[src/rtl/can_tx_scheduler.sv]
// Two-requester arbiter and load/transmit sequencer in front of can_tx.
// Define CAN_SCHED_RR_EN for round-robin tie-breaking; otherwise requester 0 wins ties.
//
// state | meaning
// ------+---------------------------------------------------------------
// IDLE  | waiting for a request; capture ID/data and ack on the edge
// LOAD  | one-cycle Load_frame_datareg strobe, Frame_ready high
// XMIT  | T_frame held for FRAME_CYCLES cycles, tx_done in the last one
// GAP   | IFS_CYCLES idle cycles before the next capture is allowed
module can_tx_scheduler #(
    parameter int unsigned FRAME_CYCLES = 107,
    parameter int unsigned IFS_CYCLES   = 11
) (
    input  logic        clock,
    input  logic        reset,
    input  logic        req0_valid,
    input  logic [10:0] req0_id,
    input  logic [63:0] req0_data,
    input  logic        req1_valid,
    input  logic [10:0] req1_id,
    input  logic [63:0] req1_data,
    output logic        req0_ack,
    output logic        req1_ack,
    output logic [11:0] Can_ID_Bus,
    output logic [63:0] can_tx_data_bus,
    output logic        Frame_ready,
    output logic        Load_frame_datareg,
    output logic        T_frame,
    output logic        busy,
    output logic        tx_done,
    output logic        tx_owner
);

    typedef enum logic [1:0] {
        ST_IDLE,
        ST_LOAD,
        ST_XMIT,
        ST_GAP
    } state_t;

    localparam logic [15:0] FRAME_LOAD = 16'(FRAME_CYCLES - 1);
    localparam logic [15:0] GAP_LOAD   = (IFS_CYCLES == 0) ? 16'd0 : 16'(IFS_CYCLES - 1);

    state_t      state;
    state_t      state_next;
    logic [15:0] cnt;
    logic [15:0] cnt_next;
    logic        capture;
    logic        winner;

`ifdef CAN_SCHED_RR_EN
    logic        last_winner;

    // Resets to "requester 1 last" so requester 0 takes the first tie.
    always_ff @(posedge clock or negedge reset) begin
        if (!reset) begin
            last_winner <= 1'b1;
        end else if (capture) begin
            last_winner <= winner;
        end
    end
`endif

    always_comb begin
        state_next = state;
        cnt_next   = cnt;
        capture    = 1'b0;
        winner     = 1'b0;

`ifdef CAN_SCHED_RR_EN
        if (req0_valid && req1_valid) begin
            winner = ~last_winner;
        end else begin
            winner = req1_valid;
        end
`else
        winner = ~req0_valid & req1_valid;
`endif

        case (state)
            ST_IDLE: begin
                if (req0_valid || req1_valid) begin
                    capture    = 1'b1;
                    state_next = ST_LOAD;
                end
            end
            ST_LOAD: begin
                state_next = ST_XMIT;
                cnt_next   = FRAME_LOAD;
            end
            ST_XMIT: begin
                if (cnt == 16'd0) begin
                    state_next = (IFS_CYCLES == 0) ? ST_IDLE : ST_GAP;
                    cnt_next   = GAP_LOAD;
                end else begin
                    cnt_next = cnt - 16'd1;
                end
            end
            ST_GAP: begin
                if (cnt == 16'd0) begin
                    state_next = ST_IDLE;
                end else begin
                    cnt_next = cnt - 16'd1;
                end
            end
            default: begin
                state_next = ST_IDLE;
                cnt_next   = 16'd0;
            end
        endcase
    end

    always_ff @(posedge clock or negedge reset) begin
        if (!reset) begin
            state <= ST_IDLE;
            cnt   <= 16'd0;
        end else begin
            state <= state_next;
            cnt   <= cnt_next;
        end
    end

    // Outputs are registered from the next-state decode so they line up with the state they describe.
    always_ff @(posedge clock or negedge reset) begin
        if (!reset) begin
            req0_ack           <= 1'b0;
            req1_ack           <= 1'b0;
            Load_frame_datareg <= 1'b0;
            Frame_ready        <= 1'b0;
            T_frame            <= 1'b0;
            tx_done            <= 1'b0;
            busy               <= 1'b0;
            tx_owner           <= 1'b0;
            Can_ID_Bus         <= 12'd0;
            can_tx_data_bus    <= 64'd0;
        end else begin
            req0_ack           <= capture & ~winner;
            req1_ack           <= capture & winner;
            Load_frame_datareg <= (state_next == ST_LOAD);
            Frame_ready        <= (state_next == ST_LOAD) || (state_next == ST_XMIT);
            T_frame            <= (state_next == ST_XMIT);
            tx_done            <= (state_next == ST_XMIT) && (cnt_next == 16'd0);
            busy               <= (state_next != ST_IDLE);
            if (capture) begin
                tx_owner        <= winner;
                Can_ID_Bus      <= {1'b0, (winner ? req1_id : req0_id)};
                can_tx_data_bus <= winner ? req1_data : req0_data;
            end
        end
    end

endmodule
[config.mk]
export PLATFORM = sky130hd
export DESIGN_NAME = can_tx_scheduler
export DESIGN_NICKNAME = d
export VERILOG_FILES = /design/src/rtl/can_tx_scheduler.sv
export SDC_FILE = /design/constraint.sdc
export NUM_CORES = 1
export LEC_CHECK = 0
export BUFFER_PORTS_ARGS = -buffer_cell sky130_fd_sc_hd__buf_2
export CORE_MARGIN = 10
export CORE_UTILIZATION = 30
export DETAILED_ROUTE_END_ITERATION = 12
export PLACE_DENSITY = 0.66
export SLEW_MARGIN = 20
export SYNTH_ARGS = -nofsm -noshare
export SYNTH_HDL_FRONTEND = slang
export SYNTH_SLANG_ARGS = --single-unit
export TNS_END_PERCENT = 20
[constraint.sdc]
create_clock -name clock -period 3.45 [get_ports clock]
set_clock_uncertainty 0.1 [all_clocks]
set_input_delay 0.69 -clock clock [delete_from_list [all_inputs] [get_ports clock]]
set_output_delay 0.69 -clock clock [all_outputs]
set_load 0.05 [all_outputs]
After elaboration in Yosys (flattened, before gate mapping)
Cells that the tools add are included.

Output and inout bits: 84. Word-level logic and storage cells: 41. Bits of input ports: 154. Bits in registers: 101.

Equal/unequal tests: 5. $add $sub $neg: 1. Multiplexer cells: 11. Bitwise operators: 5. Reductions and logical operators: 7.

Operator list (number): two-way mux 64 bit (1); one-hot mux 16 bit (3 select lines) (1); logical NOT 16 bit (2); two-way mux 16 bit (2); subtractor 16 x 1 -> 16 bit (second input constant) (1); two-way mux 11 bit (1); one-hot mux 2 bit (4 select lines) (1); == test 2 bit (second input constant) (3); two-way mux 2 bit (3); == test 2 x 1 -> 1 bit (second input constant) (2); AND 1 bit (3); logical NOT 2 bit (1); logical OR 1 bit (2); two-way mux 1 bit (2); inverter 1 bit (2); nonzero test 2 bit (1); logical AND 1 bit (1).

Depth between registers and ports, before layout
Depth after elaboration: 5. Mapped depth: 16. Mapped depth without buffers: 16.

Least setup slack after synthesis
OpenSTA, ideal clock, no wires.

Path kind: register to register. From: register cnt[3]. To: register tx_done. Stages on the path, launching flop included: 13. Arrival: 3044 ps. Setup time: 96 ps. Path slack: 210 ps. Path buffers: 1. Required time: 3254 ps. Clock period less this slack: 3240 ps. Path through: dfrtp_1 > or4_1 > buf_2 > or2_1 > or3_4 > ha_1 > and2_1 > o32ai_1 > or2_2 > nor4bb_1 > nand4_1 > nand4bb_1 > nor4_2.

Longest elaborated chain between the ends: 5. Elaborated cells between the ends (all ways): 11. Classes of those cells: add/sub (1); eq/ne (1); mux (6); reduce/logical (3).

RTL lines: start: declaration (line 46) `logic [15:0] cnt;`; start signal: assignment (line 119) `cnt <= cnt_next;`; logical NOT 16 bit * (line 92, 100); two-way mux 16 bit, on equally long branches (line 100, 92); one-hot mux 16 bit (3 select lines) * (line 80) `case (state)`; net cnt_next[0] (line 47) `logic [15:0] cnt_next;`; logical NOT 16 bit * (line 142) `tx_done <= (state_next == ST_XMIT) && (cnt_next == 16'd0);`; logical AND 1 bit * (line 142); end signal: assignment (line 142); end: declaration (line 30) `output logic tx_done,`.

The timed path passes the listed nets; every way through them passes the cells marked *. A chain may end at the register's enable or synchronous reset.

Worst setup path after layout
From: register cnt[4]. To: register tx_done.

The elaborated chain is that of the path after synthesis.

==> impl_results.md <==
* Outcome: completed
* Crit path DAT at 3.41 ns
* Gate power share at 34.4%
* Switching share of power at 37.2%
* Chip width at 154 µm
* Reg power frac at 39.1%
* Initial antenna violation count at 1
* CP Capture Type: flop
* Async S/R FF share, synth at 100%
* Slew @ Worst Pin at 1.10 ns
* Nets at 948
* Num Clock Sinks at 101
* Post-layout util at 40.0%
* Hold Slack at 0.254 ns
* Setup TNS at 0 ns
* Critical path's slowest cell: or4_1
* Share of cells above drive strength 1 at 36.3%
* Filler cells at 1836
* Post-Synthesis Cells at 580
* Fin crit share at 94.4%
* Worst path required time at 3.60 ns
* Clock buffer depth at 2
* P_int at 0.00235 W
* Startpoint Class: flop
* Total CTS buffers at 9
* CP cell instances: or4_1 > or2_4 > or3_4 > ha_1 > and2_1 > o32ai_1 > or2_4 > nor4bb_1 > nand4_1 > nand4bb_1 > nor4_2
* Mapped cell area at 0.00542 mm²
* GRT Util Overall at 14.8%
* Sw power at 0.00139 W
* Distinct cells, synth at 52
* Final wirelength at 18800 µm
* Pins Over Slew Limit at 0
* Area leader, netlist: dfrtp_1
* Drt pass-1 iters at 5
* Power Density at 522 mW/mm²
* CTS tree: built
* Core area at 0.0179 mm²
* Largest net degree at the start of global routing at 111
* Period minus WS final at 3.26 ns
* Most used cell, CP: or2_4
* Routed len/inst at 18.3 µm
* DRC errors left at 0
* RD Place Congestion at 0.908
* Dpl hpwl at 13200 µm
* Leakage dissipation at 2.97 nW
* Multi-input gate area at 0.00264 mm²
* Ports at 238
* Commonest cells after routing, fill and taps aside: buf_2 (234), dfrtp_1 (100), o21ai_0 (85)
* Slew margin rel. at 26.9%
* Row count at 49
* Cell Area, Placed at 0.00682 mm²
* Net Count, Synth at 739
* Total gr overflow at 0
* Post-synth EDFFs at 0
* Hold Crit Class: in2async
* Crit path max-delay family: simple AND/OR/NAND/NOR gates
* Fin area at 0.00716 mm²
* Global-route wire length before repair at 29600 µm
* Top cells by area, synth: dfrtp_1 (47%), a22oi_1 (11%), a31oi_1 (8.8%)
* Worst VDD drop at 263 µV
* Clock power share at 26.5%
* Crit path max fanout at 4
* H-tree levels at 3
* Fmax achieved at 0.307 GHz
* Main flop type after synthesis: dfrtp_1
* Max-Cap Viols at 0
* Synth warn at 0
* Number of global-route vias before repair at 5472
* Initial Util at 30.3%
* Post-route ant nets at 0
* Number of synthesized register bits at 101
* Via count at 5463
* Hold-fix buffers, CTS at 0
* CP Class: reg2reg
* Register area share after synthesis at 46.6%
* Syn_area_per_cell at 9.35 µm²
* Via density at 5.33
* Top cell type's share of synthesized area at 46.6%
* Most common cell after layout, fill and taps aside: buf_2
* Skew-Pair Late Insertion Delay at 0.34 ns
* Final Total Pwr at 0.00373 W
* Die H at 154 µm
* Worst-path clk slew at 0.07 ns
* Slowest stage delay, CP at 0.53 ns
* Unrepaired setup endpoints after global routing: no
* Root Buffer: clkbuf_16
* Die area at 0.0239 mm²
* Endpoints failing hold at 0
* First DRT Iteration DRCs at 335
* # setup viols final at 0
* Sequential cell area at 0.00253 mm²
* Buffers plus inverters on the worst setup path at 0
* PortBufs at 236
* Area Growth Syn to Fin at 31.9%
through the flow:
stage | std cells | setup WS (ns)
2_1_floorplan | 580 | 0.210
3_3_place_gp | 1003 | 0.149
3_5_place_dp | 1003 | 0.0976
4_1_cts | 1019 | 0.0849
5_1_grt | 1024 | 0.0189
6_report | 1024 | 0.192
synthesized netlist by cell type, types with 11 or more instances:
library cell	n
o21ai_0	85
nor2b_1	75
a22oi_1	76
a31oi_1	76
nand2_1	13
clkbuf_1	49
dfrtp_1	101
inv_1	11
nor2_1	13
sequential cells by signal (all words and copies together), names as in the netlist, 2 cells and up:
name and flops:
can_tx_data_bus 64, cnt 16, Can_ID_Bus 11, state 2
repair_timing:
action,CTS,global route
setup endpoints to repair,0,1
gates resized for setup,0,5
setup buffers,0,4
worst paths after layout:
check | depth (start not counted) | endpoint | slack, ns | from
worst max-delay path | 11 | tx_done$_DFF_PN0_ | 0.19 | cnt[4]$_DFF_PN0_
worst min-delay path | 1 | Load_frame_datareg$_DFF_PN0_ | 0.25 | reset
worst max register to register | 11 | tx_done$_DFF_PN0_ | 0.19 | cnt[4]$_DFF_PN0_
worst min register to register | 2 | tx_owner$_DFFE_PN0P_ | 0.40 | tx_owner$_DFFE_PN0P_
max in group asynchronous | 2 | can_tx_data_bus[26]$_DFFE_PN0P_ | 2.27 | reset
min in group clock | 2 | tx_owner$_DFFE_PN0P_ | 0.40 | tx_owner$_DFFE_PN0P_
cell families after synthesis:
logic type / Yosys count / share of synthesized area [%]
XOR/XNOR: 3 / 0.485
buffers and inverters: 70 / 5.12
flip-flops: 101 / 46.6
adder cells (fa/ha/maj): 5 / 1.15
AO/OA/AOI/OAI: 258 / 30.3
multiplexers: 2 / 0.369
AND/OR/NAND/NOR: 140 / 15.9
other: 1 / 0.0691
cell type report:
class | count | share of cell area [%]
multi-input combinational | 409 | 36.9
sequential | 101 | 35.3
timing repair buffer | 257 | 19.1
tap | 229 | 4.00
clock buffer | 11 | 3.39
clock inverter | 5 | 0.612
inverter | 11 | 0.577
antenna | 1 | 0.0350
power groups by stage:
stage	combinational, W	clock [W]	sequential (W)
after floorplan	0.000598	0	0.00172
after global placement	0.00122	0	0.00148
after detailed placement	0.00123	0	0.00148
after CTS	0.00123	0.00104	0.00146
after global routing	0.00142	0.00108	0.00148
final	0.00129	0.000988	0.00146
routing by layer:
metal,part of all wire [%],global-route usage (%),vias up
met4,2.0,5.49,0
met1,44,18.9,2612
met3,6.9,3.41,25
li1,-,-,2599
met2,48,24.0,227
met5,0,0,-
worst register-to-register path, stage by stage (launching register included):
cell	delay, ns
dfrtp_2	0.41
or4_1	0.53
or2_4	0.28
or3_4	0.35
ha_1	0.28
and2_1	0.12
o32ai_1	0.09
or2_4	0.26
nor4bb_1	0.26
nand4_1	0.12
nand4bb_1	0.23
nor4_2	0.15
Power figures use the tool's default switching activity.
